<file path="src/rtl/orb_pkg.sv">
// rtl/orb_pkg.sv - shared state type and default constants for the orbital frame packer
package orb_pkg;
  localparam int          ORB_WORD_W = 12;
  localparam int          ORB_ADDR_W = 11;
  localparam logic [31:0] ORB_FILL   = 32'hFFFF_FFFF;

  typedef enum logic [2:0] {
    IDLE,
    START,
    READ,
    FLUSH,
    STAT
  } orb_state_t;
endpackage

</file>
<file path="src/rtl/orb_rq_edge.sv">
// rtl/orb_rq_edge.sv - frame-slot request edge detector with busy and sticky overrun tracking
module orb_rq_edge (
  input  logic clk,
  input  logic rst,
  input  logic rq,
  input  logic done,
  output logic start,
  output logic busy,
  output logic overrun
);
  logic rq_d;
  logic rq_rise;

  assign rq_rise = rq & ~rq_d;
  assign start   = rq_rise & ~busy;

  always_ff @(posedge clk or negedge rst) begin
    if (!rst) begin
      rq_d    <= 1'b0;
      busy    <= 1'b0;
      overrun <= 1'b0;
    end else begin
      rq_d <= rq;
      if (start) begin
        busy <= 1'b1;
      end else if (done) begin
        busy <= 1'b0;
      end
      // a request landing on a running burst is dropped, only remembered here
      if (rq_rise && busy) begin
        overrun <= 1'b1;
      end
    end
  end
endmodule

</file>
<file path="src/rtl/orb_frame_packer.sv">
// rtl/orb_frame_packer.sv - drains CH telemetry FIFOs into the idle half of the ping-pong orbital RAM
// Optional trailing status word per burst: ORB_PACKER_STATUS_EN.
module orb_frame_packer
  import orb_pkg::*;
#(
  parameter int                CH      = 4,
  parameter int                WORD_W  = ORB_WORD_W,
  parameter int                ADDR_W  = ORB_ADDR_W,
  parameter int                USEDW_W = 5,
  parameter int                WORDS   = 16,
  parameter logic [WORD_W-1:0] FILL    = WORD_W'(ORB_FILL)
) (
  input  logic                  clk,
  input  logic                  rst,
  input  logic                  rq,
  input  logic                  sw,
  input  logic [CH*ADDR_W-1:0]  base_addr,
  input  logic [CH*USEDW_W-1:0] usedw,
  input  logic [CH*WORD_W-1:0]  fifo_q,
  output logic [CH-1:0]         rdreq,
  output logic [ADDR_W-1:0]     waddr,
  output logic [WORD_W-1:0]     wdata,
  output logic                  wren0,
  output logic                  wren1,
  output logic                  busy,
  output logic [CH-1:0]         underrun,
  output logic                  overrun
);
  localparam int                 CH_W    = (CH > 1) ? $clog2(CH) : 1;
  localparam logic [CH_W-1:0]    LAST_CH = CH_W'(CH - 1);
  localparam logic [USEDW_W-1:0] WORDS_C = USEDW_W'(WORDS);
  localparam logic [USEDW_W-1:0] LAST_K  = USEDW_W'(WORDS - 1);

  logic [ADDR_W-1:0]  base_a  [CH];
  logic [USEDW_W-1:0] usedw_a [CH];
  logic [WORD_W-1:0]  q_a     [CH];

  always_comb begin
    for (int i = 0; i < CH; i++) begin
      base_a[i]  = base_addr[i*ADDR_W +: ADDR_W];
      usedw_a[i] = usedw[i*USEDW_W +: USEDW_W];
      q_a[i]     = fifo_q[i*WORD_W +: WORD_W];
    end
  end

  orb_state_t         state;
  logic               bank;
  logic [CH_W-1:0]    ch;
  logic [CH_W-1:0]    ch_w;
  logic [USEDW_W-1:0] k;
  logic [USEDW_W-1:0] avail;
  logic [CH-1:0]      short_acc;
  logic               pop_w;
  logic               start;
  logic               done;

  orb_rq_edge u_rq_edge (
    .clk     (clk),
    .rst     (rst),
    .rq      (rq),
    .done    (done),
    .start   (start),
    .busy    (busy),
    .overrun (overrun)
  );

  // Lookahead to the channel about to start, so its pop is registered with no gap cycle
  logic [CH_W-1:0]    ch_nx;
  logic [USEDW_W-1:0] used_nx;
  logic [USEDW_W-1:0] avail_nx;

  always_comb begin
    ch_nx    = (state == START) ? '0 : ch + 1'b1;
    used_nx  = usedw_a[ch_nx];
    avail_nx = (used_nx < WORDS_C) ? used_nx : WORDS_C;
  end

`ifdef ORB_PACKER_STATUS_EN
  logic [7:0]        burst_cnt;
  logic              stat_w;
  logic [WORD_W-1:0] stat_word;

  assign done = (state == STAT);
`else
  assign done = (state == FLUSH);
`endif

  always_ff @(posedge clk or negedge rst) begin
    if (!rst) begin
      state     <= IDLE;
      bank      <= 1'b0;
      ch        <= '0;
      ch_w      <= '0;
      k         <= '0;
      avail     <= '0;
      short_acc <= '0;
      pop_w     <= 1'b0;
      rdreq     <= '0;
      waddr     <= '0;
      wren0     <= 1'b0;
      wren1     <= 1'b0;
      underrun  <= '0;
`ifdef ORB_PACKER_STATUS_EN
      burst_cnt <= '0;
      stat_w    <= 1'b0;
      stat_word <= '0;
`endif
    end else begin
      rdreq <= '0;
      wren0 <= 1'b0;
      wren1 <= 1'b0;
      pop_w <= 1'b0;
`ifdef ORB_PACKER_STATUS_EN
      stat_w <= 1'b0;
`endif
      case (state)
        IDLE: begin
          if (start) begin
            state <= START;
          end
        end
        START: begin
          bank      <= ~sw;
          ch        <= ch_nx;
          k         <= '0;
          avail     <= avail_nx;
          short_acc <= '0;
          short_acc[ch_nx] <= (avail_nx < WORDS_C);
          if (avail_nx != '0) begin
            rdreq <= CH'(1) << ch_nx;
          end
          state <= READ;
        end
        READ: begin
          // word chosen now is written next cycle, when a popped FIFO word is on fifo_q
          waddr <= base_a[ch] + ADDR_W'(k);
          wren0 <= ~bank;
          wren1 <= bank;
          pop_w <= (k < avail);
          ch_w  <= ch;
          if (k != LAST_K) begin
            k <= k + 1'b1;
            if ((k + 1'b1) < avail) begin
              rdreq <= CH'(1) << ch;
            end
          end else if (ch != LAST_CH) begin
            ch    <= ch_nx;
            k     <= '0;
            avail <= avail_nx;
            short_acc[ch_nx] <= (avail_nx < WORDS_C);
            if (avail_nx != '0) begin
              rdreq <= CH'(1) << ch_nx;
            end
          end else begin
            state <= FLUSH;
          end
        end
        FLUSH: begin
          underrun <= short_acc;
`ifdef ORB_PACKER_STATUS_EN
          burst_cnt <= burst_cnt + 8'd1;
          waddr     <= base_a[0] + ADDR_W'(CH * WORDS);
          wren0     <= ~bank;
          wren1     <= bank;
          stat_w    <= 1'b1;
          stat_word <= WORD_W'({burst_cnt + 8'd1, short_acc});
          state     <= STAT;
`else
          state <= IDLE;
`endif
        end
`ifdef ORB_PACKER_STATUS_EN
        STAT: begin
          state <= IDLE;
        end
`endif
        default: begin
          state <= IDLE;
        end
      endcase
    end
  end

  always_comb begin
    wdata = '0;
    if (wren0 || wren1) begin
      wdata = pop_w ? q_a[ch_w] : FILL;
    end
`ifdef ORB_PACKER_STATUS_EN
    if (stat_w) begin
      wdata = stat_word;
    end
`endif
  end
endmodule

</file>
<file path="config.mk">
export PLATFORM = sky130hd
export DESIGN_NAME = orb_frame_packer
export DESIGN_NICKNAME = d
export VERILOG_FILES = /design/src/rtl/orb_pkg.sv /design/src/rtl/orb_rq_edge.sv /design/src/rtl/orb_frame_packer.sv
export SDC_FILE = /design/constraint.sdc
export NUM_CORES = 1
export LEC_CHECK = 0
export ABC_AREA = 1
export CORE_ASPECT_RATIO = 0.75
export CORE_MARGIN = 5
export CORE_UTILIZATION = 47
export CTS_CLUSTER_SIZE = 25
export DETAILED_ROUTE_END_ITERATION = 8
export PLACE_DENSITY_LB_ADDON = 0.3
export SYNTH_ARGS = -nofsm -noshare
export SYNTH_HDL_FRONTEND = slang
export SYNTH_SLANG_ARGS = --single-unit
</file>
<file path="constraint.sdc">
create_clock -name clk -period 5.97 [get_ports clk]
set_clock_uncertainty 0.05 [all_clocks]
set_input_delay 0.597 -clock clk [delete_from_list [all_inputs] [get_ports clk]]
set_output_delay 0.597 -clock clk [all_outputs]
set_load 0.02 [all_outputs]
</file>
==> qor.txt, run 1 <==
Worst-skew pair later-pin latency -> 0.31 ns
Nets -> 774
Max Transition Viols Final -> 0
Post-cts sizing count -> 0
MaxCap Viol Count -> 0
Status -> completed
# fillers -> 595
YS warnings -> 0
# diodes -> 0
Critical path's largest stage delay -> 0.86 ns
Switching Share -> 0.219
DR WL/cell -> 15.1 um
Final instance area -> 0.00512 mm^2
Max-slew headroom -> 0.326
Routed Antenna Nets -> 0
Commonest non-fill, non-tap cell in the layout -> clkdlybuf4s50_1
Vias in the first global route -> 3702
Worst EP arrival -> 3.39 ns
WP depth -> 13
Logic pwr share -> 0.159
Flops & latches, synth -> 46
Worst path cell trace -> inv_2 -> o21ai_0 -> o22ai_1 -> ha_1 -> fa_1 -> nand3_1 -> nand2_1 -> nand2_1 -> nand2_1 -> nand2_2 -> nor2_1 -> o21ai_0 -> o21ai_0
DRC marker count from the first detailed-route iteration -> 221
TritonCTS clock tree -> done
Worst Path Required -> 6.11 ns
Most frequent cells in the layout -> clkdlybuf4s50_1 (149), nand2_1 (121), o21ai_0 (66)
Layout area overhead -> 46.9%
RR Endpoint -> waddr[8]
Via density -> 5.33
Register area -> 0.00115 mm^2
Clock tree buffer depth -> 2
Routed WL -> 11100 um
Ys async rst share -> 1.00
Total power draw -> 0.000653 W
CP Capture Point -> waddr[8]
Worst Hold Class -> in2async
Post-synthesis cell count -> 496
Final hold vios -> 0
Total die area -> 0.00927 mm^2
CTS Hold Bufs -> 0
Final GP Congestion -> 0.899
Mapped cell area -> 0.00349 mm^2
Peak supply drop -> 0.0862 mV
Worst-Margin Slew -> 1.01 ns
Yosys cell types -> 39
Avg Cell Area, Syn -> 7.04 um^2
RSZ-0062 raised after global routing -> no
Pint -> 0.000510 W
Placeable Area -> 0.00730 mm^2
H-tree level count -> 2
Num CTS Buffers -> 5
Clock tree sinks -> 46
NetSw -> 0.000143 W
Gr usage total -> 0.231
DPL Wire Length -> 8630 um
Leak -> 2.41 nW
Sequential fraction of design power -> 0.477
Pwr/cell area -> 127 mW/mm^2
Crit-path max FO -> 33
Critical path origin -> ch[0]
CP max stage cell -> dfrtp_1
Final worst-path cycle share -> 0.544
CP startpoint kind -> flop
Crit path time final -> 3.25 ns
Sequential area share after synthesis -> 0.330
CP top delay family -> flip-flops
Final Util -> 0.702
Cell Area, Placed -> 0.00501 mm^2
Global-route wire length before repair -> 17500 um
Syn Nets -> 638
Top-area cell type share of the netlist area -> 0.330
Gr ovfl total -> 0
Largest net degree at the start of global routing -> 47
Boundary Pins -> 151
Area of the multi-input gates -> 0.00202 mm^2
Critical Path End Type -> flop
Most used flip-flop cell after synthesis -> dfrtp_1
Post-synth EDFFs -> 0
Clk root buf -> clkbuf_8
Worst R2R Path Depth -> 13
Antenna violations before repair -> 0
Share of cells above drive strength 1 -> 0.0506
Setup Buffers After CTS -> 0
Via Count -> 3913
Die height -> 84.6 um
Fin Setup TNS -> 0 ns
WP buf/inv -> 1
DRC -> 0
Startpoint of the worst register-to-register path -> ch[0]
Reg2Reg Setup Slack -> 2.72 ns
Worst-path clk slew -> 0.09 ns
Chip width -> 109 um
Pre-antenna DRT Iters -> 5
Post-synth top area cell -> dfrtp_1
Starting Density -> 0.478
Setup CP Type -> reg2reg
Top cells by area, synth -> dfrtp_1 (33%), nand2_1 (13%), o21ai_0 (9.5%), ha_1 (9.0%), nor2_1 (6.1%)
Max Fclk -> 308 MHz
Clk network pwr share -> 0.364
PortBufs -> 150
Rows -> 27
Final setup vio count -> 0
==> layer usage <==
metal / vias to the layer above / global-route usage / share of wire
li1: 1917 / - / -
met1: 1809 / 0.313 / 0.42
met2: 167 / 0.373 / 0.47
met3: 20 / 0.0500 / 0.094
met4: 0 / 0.0589 / 0.015
met5: - / 0 / 0
==> kinds of logic (layout without fill, tap and decap cells) <==
family | after synthesis | after routing | share of synthesized area
buffers and inverters | 79 | 216 | 0.0911
AOI/OAI and AO/OA | 119 | 119 | 0.202
and+or+nand+nor | 218 | 218 | 0.259
xor gates and xnor gates | 4 | 4 | 0.0100
muxes | 4 | 4 | 0.0129
DFF | 46 | 46 | 0.330
adders and majority gates | 26 | 26 | 0.0954
==> cells in the mapped netlist (all sizes together) (2+ instances only) <==
library cell and n:
nand4 2, nor2 60, or2 2, dfrtp 46, mux2 4, o211ai 4
inv 58, ha 25, xor2 4, buf 11, a32o 2, clkbuf 10
nand3 28, o22ai 7, o21ai 72, o221ai 12, a21oi 16, nand2 125
==> power groups by stage <==
stage / clock network, W / registers, W / logic [W]
final: 0.000238 / 0.000312 / 0.000104
after global routing: 0.000255 / 0.000312 / 0.000112
after CTS: 0.000240 / 0.000312 / 0.000104
after detailed placement: 0 / 0.000318 / 0.000103
after global placement: 0 / 0.000318 / 0.000102
after floorplan: 0 / 0.000318 / 0.0000191
==> stage by stage <==
stage	hold slack [ns]	setup WS [ns]	cells
after floorplan	0.251	3.51	496
after global placement	0.400	2.97	726
after detailed placement	0.409	2.78	726
after CTS	0.422	2.74	734
after global routing	0.457	2.45	734
final	0.383	2.72	734
==> worst reg2reg max path: cells and delay by family (launching register included) <==
kind / cells / cell delay [ns]
buf+inv: 1 / 0.47
simple gates: 6 / 0.46
fa+ha+maj: 2 / 0.66
compound gates: 4 / 0.63
flops: 1 / 0.86
==> area by class of cell <==
type / instances / share of cell area
repair buffers: 150 / 0.292
well taps: 101 / 0.0247
clock inverters: 3 / 0.00854
multi-input cells: 371 / 0.394
clock buffers: 5 / 0.0134
flip-flops and latches: 46 / 0.225
inverters: 58 / 0.0425
==> worst min-delay path by stage <==
| stage | slack, ns | startpoint | end |
|---|---|---|---|
| 2_1_floorplan | 0.25 | rst | avail[0] |
| 3_3_place_gp | 0.40 | u_rq_edge.overrun | u_rq_edge.overrun |
| 3_5_place_dp | 0.41 | bank | wren0 |
| 4_1_cts | 0.42 | bank | wren0 |
| 5_1_grt | 0.46 | waddr[0] | waddr[0] |
| 6_report | 0.38 | rst | avail[3] |
==> sequential cells by signal (all words and copies together) (netlist names) <==
signal,count
rdreq,4
pop_w,1
u_rq_edge.busy,1
ch_w,2
u_rq_edge.rq_d,1
ch,2
bank,1
short_acc,4
state,2
u_rq_edge.overrun,1
underrun,4
avail,5
waddr,11
wren0,1
wren1,1
k,5
Power figures use the tool's default switching activity.
==> run 2: changes to the inputs <==
--- a/config.mk
+++ b/config.mk
@@ -8,7 +8,7 @@
 export ABC_AREA = 1
 export CORE_ASPECT_RATIO = 0.75
 export CORE_MARGIN = 5
-export CORE_UTILIZATION = 47
+export CORE_UTILIZATION = 39
 export CTS_CLUSTER_SIZE = 25
 export DETAILED_ROUTE_END_ITERATION = 8
 export PLACE_DENSITY_LB_ADDON = 0.3
==> constraint.sdc (replaced) <==
create_clock -name clk -period 2.8 [get_ports clk]
set_clock_uncertainty 0.05 [all_clocks]
set_input_delay 0.28 -clock clk [delete_from_list [all_inputs] [get_ports clk]]
set_output_delay 0.28 -clock clk [all_outputs]
set_load 0.02 [all_outputs]
==> run 2 against run 1 <==
- clock power increased by 130%
- via count hardly changed
- combinational power rose by 120%
- final cell count rose by 2.0%
- critical path depth decreased by 7
- wire length increased by 5.3%
- largest power group unchanged
- highest routed layer unchanged
==> qor.txt, run 2 (synthesis gave the netlist of run 1 again) <==
Fin Setup TNS -> 0 ns (unchanged)
Gr ovfl total -> 0 (unchanged)
DPL Wire Length -> 9190 um (+6.5%)
Final instance area -> 0.00522 mm^2 (+1.9%)
CP max stage cell -> clkdlybuf4s50_1
Antenna violations before repair -> 0 (unchanged)
Final hold vios -> 0 (unchanged)
Worst Path Required -> 2.47 ns (-3.64 ns)
Clock tree sinks -> 46 (unchanged)
Most flops, register -> waddr
CTS Hold Bufs -> 0 (unchanged)
Clock tree buffer depth -> 2 (unchanged)
Worst Hold Class -> in2async
Top Registers -> waddr x11, avail x5, k x5
Worst EP arrival -> 2.29 ns (-1.10 ns)
Max-slew headroom -> 0.310 (-0.0162)
Post-cts sizing count -> 0 (unchanged)
Most frequent cells in the layout -> clkdlybuf4s50_1 (149), nand2_1 (121), o21ai_0 (66)
Largest net degree at the start of global routing -> 47 (unchanged)
Via Count -> 3914 (+0.026%)
Critical path origin -> ch_w[1]
TritonCTS clock tree -> done
Final setup vio count -> 0 (unchanged)
Cell Area, Placed -> 0.00509 mm^2 (+1.5%)
Leak -> 2.46 nW (+2.0%)
Vias in the first global route -> 3994 (+7.9%)
Gr usage total -> 0.215 (-0.0154)
Final worst slack -> 0.184 ns (-2.54 ns)
Final worst-path cycle share -> 0.934
Most used cell, CP -> inv_1
Share of cells above drive strength 1 -> 0.0593 (+0.00873)
Peak supply drop -> 0.286 mV (+230%)
H-tree level count -> 2 (unchanged)
Final Util -> 0.607 (-0.0952)
# diodes -> 0 (unchanged)
Worst-path clk slew -> 0.06 ns (-0.03 ns)
Final GP Congestion -> 0.935 (+4.1%)
PortBufs -> 150 (unchanged)
CP startpoint kind -> flop
Routed WL -> 11600 um (+5.3%)
Worst path cell trace -> inv_1 -> o21ai_0 -> o221ai_1 -> nand2_1 -> inv_1 -> clkdlybuf4s50_1
Boundary Pins -> 151 (unchanged)
Setup Buffers After CTS -> 0 (unchanged)
Layout Cells excl Fill -> 749 (+2.0%)
Chip width -> 119 um (+8.9%)
Total die area -> 0.0110 mm^2 (+18%)
Setup CP Type -> reg2out
Via density -> 5.23 (-2.0%)
Status -> completed
Crit-path max FO -> 13 (-61%)
DR WL/cell -> 15.5 um (+3.2%)
MaxCap Viol Count -> 0 (unchanged)
Placed cell count -> 742 (+2.2%)
Nets -> 783 (+1.2%)
Max Fclk -> 382 MHz
Critical Path End Type -> output port
Layout area overhead -> 49.6%
Die height -> 91.9 um (+8.6%)
Max Transition Viols Final -> 0 (unchanged)
Global-route wire length before repair -> 19500 um (+11%)
Worst-Margin Slew -> 1.04 ns (+0.0243 ns)
Routed Antenna Nets -> 0 (unchanged)
Rows -> 29 (+7.4%)
Worst-skew pair later-pin latency -> 0.28 ns (-0.03 ns)
Num CTS Buffers -> 5 (unchanged)
Starting Density -> 0.406 (-0.0724)
Pwr/cell area -> 276 mW/mm^2 (+120%)
Max reg flops -> 11 (unchanged)
Setup Slack @ Placement -> 0.385 ns (-2.40 ns)
RSZ-0062 raised after global routing -> no
Clk root buf -> clkbuf_16
Startpoint of the worst register-to-register path -> ch[0]
DRC marker count from the first detailed-route iteration -> 322 (+46%)
Crit path time final -> 2.62 ns
Placeable Area -> 0.00860 mm^2 (+18%)
Pre-antenna DRT Iters -> 5 (unchanged)
# fillers -> 772 (+30%)
DRC -> 0 (unchanged)
Critical path's largest stage delay -> 0.59 ns (-0.27 ns)
Commonest non-fill, non-tap cell in the layout -> clkdlybuf4s50_1
==> run 2: cell types whose count changed in the layout (fill, tap and decap cells not counted), sizes merged <==
| cell | before | now |
|---|---|---|
| clkinv | 1 | 0 |
| buf | 1 | 10 |
| clkbuf | 5 | 7 |
| bufinv | 1 | 0 |
| inv | 59 | 58 |
==> run 2: stage by stage <==
stage          hold WS [ns]  power (W)
2_1_floorplan       -0.0656   0.000719
3_3_place_gp          0.399   0.000898
3_5_place_dp          0.402   0.000902
4_1_cts               0.179    0.00146
5_1_grt               0.244    0.00151
6_report              0.120    0.00144
==> run 2: report_power, final <==
part	switching, W	internal (W)
Sequential	0.000000150	0.000666
Clock	0.000228	0.000326
Combinational	0.0000673	0.000156
==> run 2: metal layers <==
metal  GRT usage  part of all wire  vias to the layer above
li1            -                 -                     1934
met1       0.278              0.42                     1781
met2       0.364              0.47                      184
met3      0.0449             0.097                       15
met4      0.0656             0.012                        0
met5           0                 0                        -
==> run 2: layout make-up <==
type	instances	area, um^2	area share
flip-flops and latches	46	1150	0.220
inverters	58	218	0.0417
clock buffers	7	133	0.0254
well taps	108	135	0.0259
repair buffers	159	1560	0.300
multi-input cells	371	2020	0.387
==> run 2: worst paths after layout <==
kind	endpoint	cells past startpoint	slack [ns]
worst max-delay path	wdata[11]	6	0.18
worst min-delay path	ch[1]	1	0.12
worst max register to register	waddr[10]	14	0.39
worst min register to register	wren0	1	0.41
max in group asynchronous	waddr[7]	1	1.93
min in group clk	wren0	1	0.41
==> run 2: worst max-delay path, delay by kind of cell, from the launching register on <==
family,cells,cell delay (ns)
DFF,1,0.51
AOI/OAI and AO/OA,2,0.43
and+or+nand+nor,1,0.07
buffers and inverters,3,0.99
==> run 3: changes to the inputs <==
--- a/config.mk
+++ b/config.mk
@@ -7,7 +7,6 @@
 export LEC_CHECK = 0
 export ABC_AREA = 1
 export CORE_ASPECT_RATIO = 0.75
-export CORE_MARGIN = 5
 export CORE_UTILIZATION = 39
 export CTS_CLUSTER_SIZE = 25
 export DETAILED_ROUTE_END_ITERATION = 8
==> run 3 against run 2 <==
- the flow now finishes with violations (design-rule violations)
- utilization grew 0.74 points
- first-iteration DRC count grew 8.1%
- die area shrank 15%
- largest cell class unchanged
- critical endpoint is now wdata[2]
==> qor.txt, run 3 (synthesis gave the netlist of run 1 again) <==
Most frequent cells in the layout -> clkdlybuf4s50_1 (149), nand2_1 (121), o21ai_0 (66)
Max reg flops -> 11 (unchanged)
Gr ovfl total -> 0 (unchanged)
Pwr/cell area -> 291 mW/mm^2 (+5.3%)
CTS Hold Bufs -> 0 (unchanged)
# fillers -> 785 (+1.7%)
Worst path cell trace -> inv_2 -> nor2_1 -> o221ai_1 -> nand2_1 -> inv_1 -> clkdlybuf4s50_1
Worst-Margin Slew -> 1.02 ns (-0.0159 ns)
Peak supply drop -> 0.208 mV (-27%)
Most flops, register -> waddr
CP max stage cell -> clkdlybuf4s50_1
Via Count -> 3891 (-0.59%)
Worst Path Required -> 2.47 ns (about the same)
M1 WL -> 5100 um (+3.9%)
Leak -> 2.48 nW (+1.1%)
# diodes -> 0 (unchanged)
Chip width -> 111 um (-6.7%)
Rows -> 29 (unchanged)
MaxCap Viol Count -> 0 (unchanged)
Crit-path max FO -> 25 (+12)
Gr usage total -> 0.241 (+0.0254)
DR WL/cell -> 14.6 um (-6.0%)
Worst-path clk slew -> 0.06 ns (about the same)
DPL Wire Length -> 8390 um (-8.7%)
Starting Density -> 0.408 (+0.00172)
Largest net degree at the start of global routing -> 47 (unchanged)
Antenna violations before repair -> 0 (unchanged)
Pre-antenna DRT Iters -> 7 (+2)
RSZ-0062 raised after global routing -> no
Commonest non-fill, non-tap cell in the layout -> clkdlybuf4s50_1
Nets -> 784 (+0.13%)
NetSw -> 0.000306 W (+3.7%)
CP startpoint kind -> flop
Final hold vios -> 0 (unchanged)
Share of cells above drive strength 1 -> 0.0653 (+0.00604)
H-tree level count -> 2 (unchanged)
Setup CP Type -> reg2out
DR top layer -> met4
Clock tree buffer depth -> 2 (unchanged)
Max Fclk -> 394 MHz (+3.2%)
Die height -> 83.9 um (-8.7%)
Routed WL -> 11000 um (-5.8%)
Pint -> 0.00123 W (+6.8%)
DR WL met3 -> 862 um (-24%)
Max Transition Viols Final -> 0 (unchanged)
Fin Setup TNS -> 0 ns (unchanged)
Failing checks -> design-rule violations
Clock tree sinks -> 46 (unchanged)
Placeable Area -> 0.00856 mm^2 (-0.42%)
Final Util -> 0.615 (+0.00740)
Max-slew headroom -> 0.320 (+0.0106)
Final GP Congestion -> 0.874 (-6.6%)
Via density -> 5.18 (-0.85%)
Routed Antenna Nets -> 0 (unchanged)
Final worst-path cycle share -> 0.905 (-0.0287)
Worst Hold Class -> in2async
Status -> finished with violations
Critical Path End Type -> output port
Vias in the first global route -> 3831 (-4.1%)
Logic pwr share -> 0.145 (-0.010)
Total die area -> 0.00933 mm^2 (-15%)
Worst EP arrival -> 2.21 ns (-0.08 ns)
PortBufs -> 150 (unchanged)
Sequential fraction of design power -> 0.434 (-0.027)
Clk network pwr share -> 0.421 (+0.037)
Layout area overhead -> 50.8%
TritonCTS clock tree -> done
Switching Share -> 0.200 (-0.00464)
Worst-skew pair later-pin latency -> 0.28 ns (about the same)
WP buf/inv -> 3 (unchanged)
Global-route wire length before repair -> 18400 um (-5.5%)
Num CTS Buffers -> 5 (unchanged)
Setup Buffers After CTS -> 0 (unchanged)
Post-cts sizing count -> 0 (unchanged)
Critical path's largest stage delay -> 0.61 ns (+0.02 ns)
DRC -> 30 (+30)
Final setup vio count -> 0 (unchanged)
Clk root buf -> clkbuf_16
Top Registers -> waddr x11, avail x5, k x5
DRC marker count from the first detailed-route iteration -> 348 (+8.1%)
Crit path time final -> 2.54 ns (-0.0805 ns)
Boundary Pins -> 151 (unchanged)
CP top delay family -> buffers and inverters
WL met2 -> 4930 um (-9.8%)
-- run 3: changes by cell type in the layout (fill, tap and decap cells not counted) --
cell and delta:
clkbuf_8 +3, buf_4 +1, clkbuf_1 -2
-- run 3: path summary, 6_finish.rpt --
check,from,to,slack (ns),cells after the start
max in group asynchronous,rst,waddr[3],1.95,1
min in group clk,bank,wren0,0.41,1
hold reg to reg,bank,wren0,0.41,1
hold / removal,rst,waddr[2],0.12,1
setup reg to reg,ch[0],waddr[10],0.41,15
setup / recovery,ch_w[0],wdata[2],0.26,6
-- run 3: power groups by stage --
stage                     Sequential (W)  Combinational [W]  Clock, W
after floorplan                 0.000678          0.0000407         0
after global placement          0.000678           0.000219         0
after detailed placement        0.000678           0.000221         0
after CTS                       0.000665           0.000223  0.000652
after global routing            0.000665           0.000241  0.000691
final                           0.000665           0.000222  0.000645
-- run 3: cell type report --
type / count / area (um^2) / share of cell area
tap: 108 / 135 / 0.0257
sequential: 46 / 1150 / 0.219
timing repair buffer: 160 / 1570 / 0.299
inverter: 58 / 218 / 0.0414
clock buffer: 8 / 166 / 0.0316
multi-input combinational: 371 / 2020 / 0.384
-- run 3: worst register-to-register path, stage by stage, from the launching register on --
cell	delay, ns
dfrtp_1	0.40
buf_4	0.22
o21ai_0	0.18
o22ai_1	0.10
ha_1	0.22
fa_1	0.42
nand3_1	0.09
nand2_1	0.07
nand2_1	0.08
nand2_1	0.07
nand2_2	0.10
nor2_2	0.06
nand2_1	0.05
nand2_1	0.06
nand3_1	0.07
nand2_1	0.05
-- run 3: per-layer routing --
metal / vias to the layer above / GRT usage
met4: 0 / 0.0467
li1: 1933 / -
met5: - / 0
met1: 1786 / 0.328
met3: 8 / 0.0545
met2: 164 / 0.393
-- run 3: stage by stage --
stage                     hold WS (ns)  cells  instance area, um^2  power (W)  worst slack (ns)
final                            0.123    751                 5260    0.00153             0.265
after global routing             0.200    751                 5260    0.00160            0.0896
after global placement           0.392    743                 5100   0.000896             0.445
after CTS                        0.171    751                 5260    0.00154             0.260
after detailed placement         0.400    743                 5100   0.000899             0.355
after floorplan                -0.0656    496                 3490   0.000719             0.338
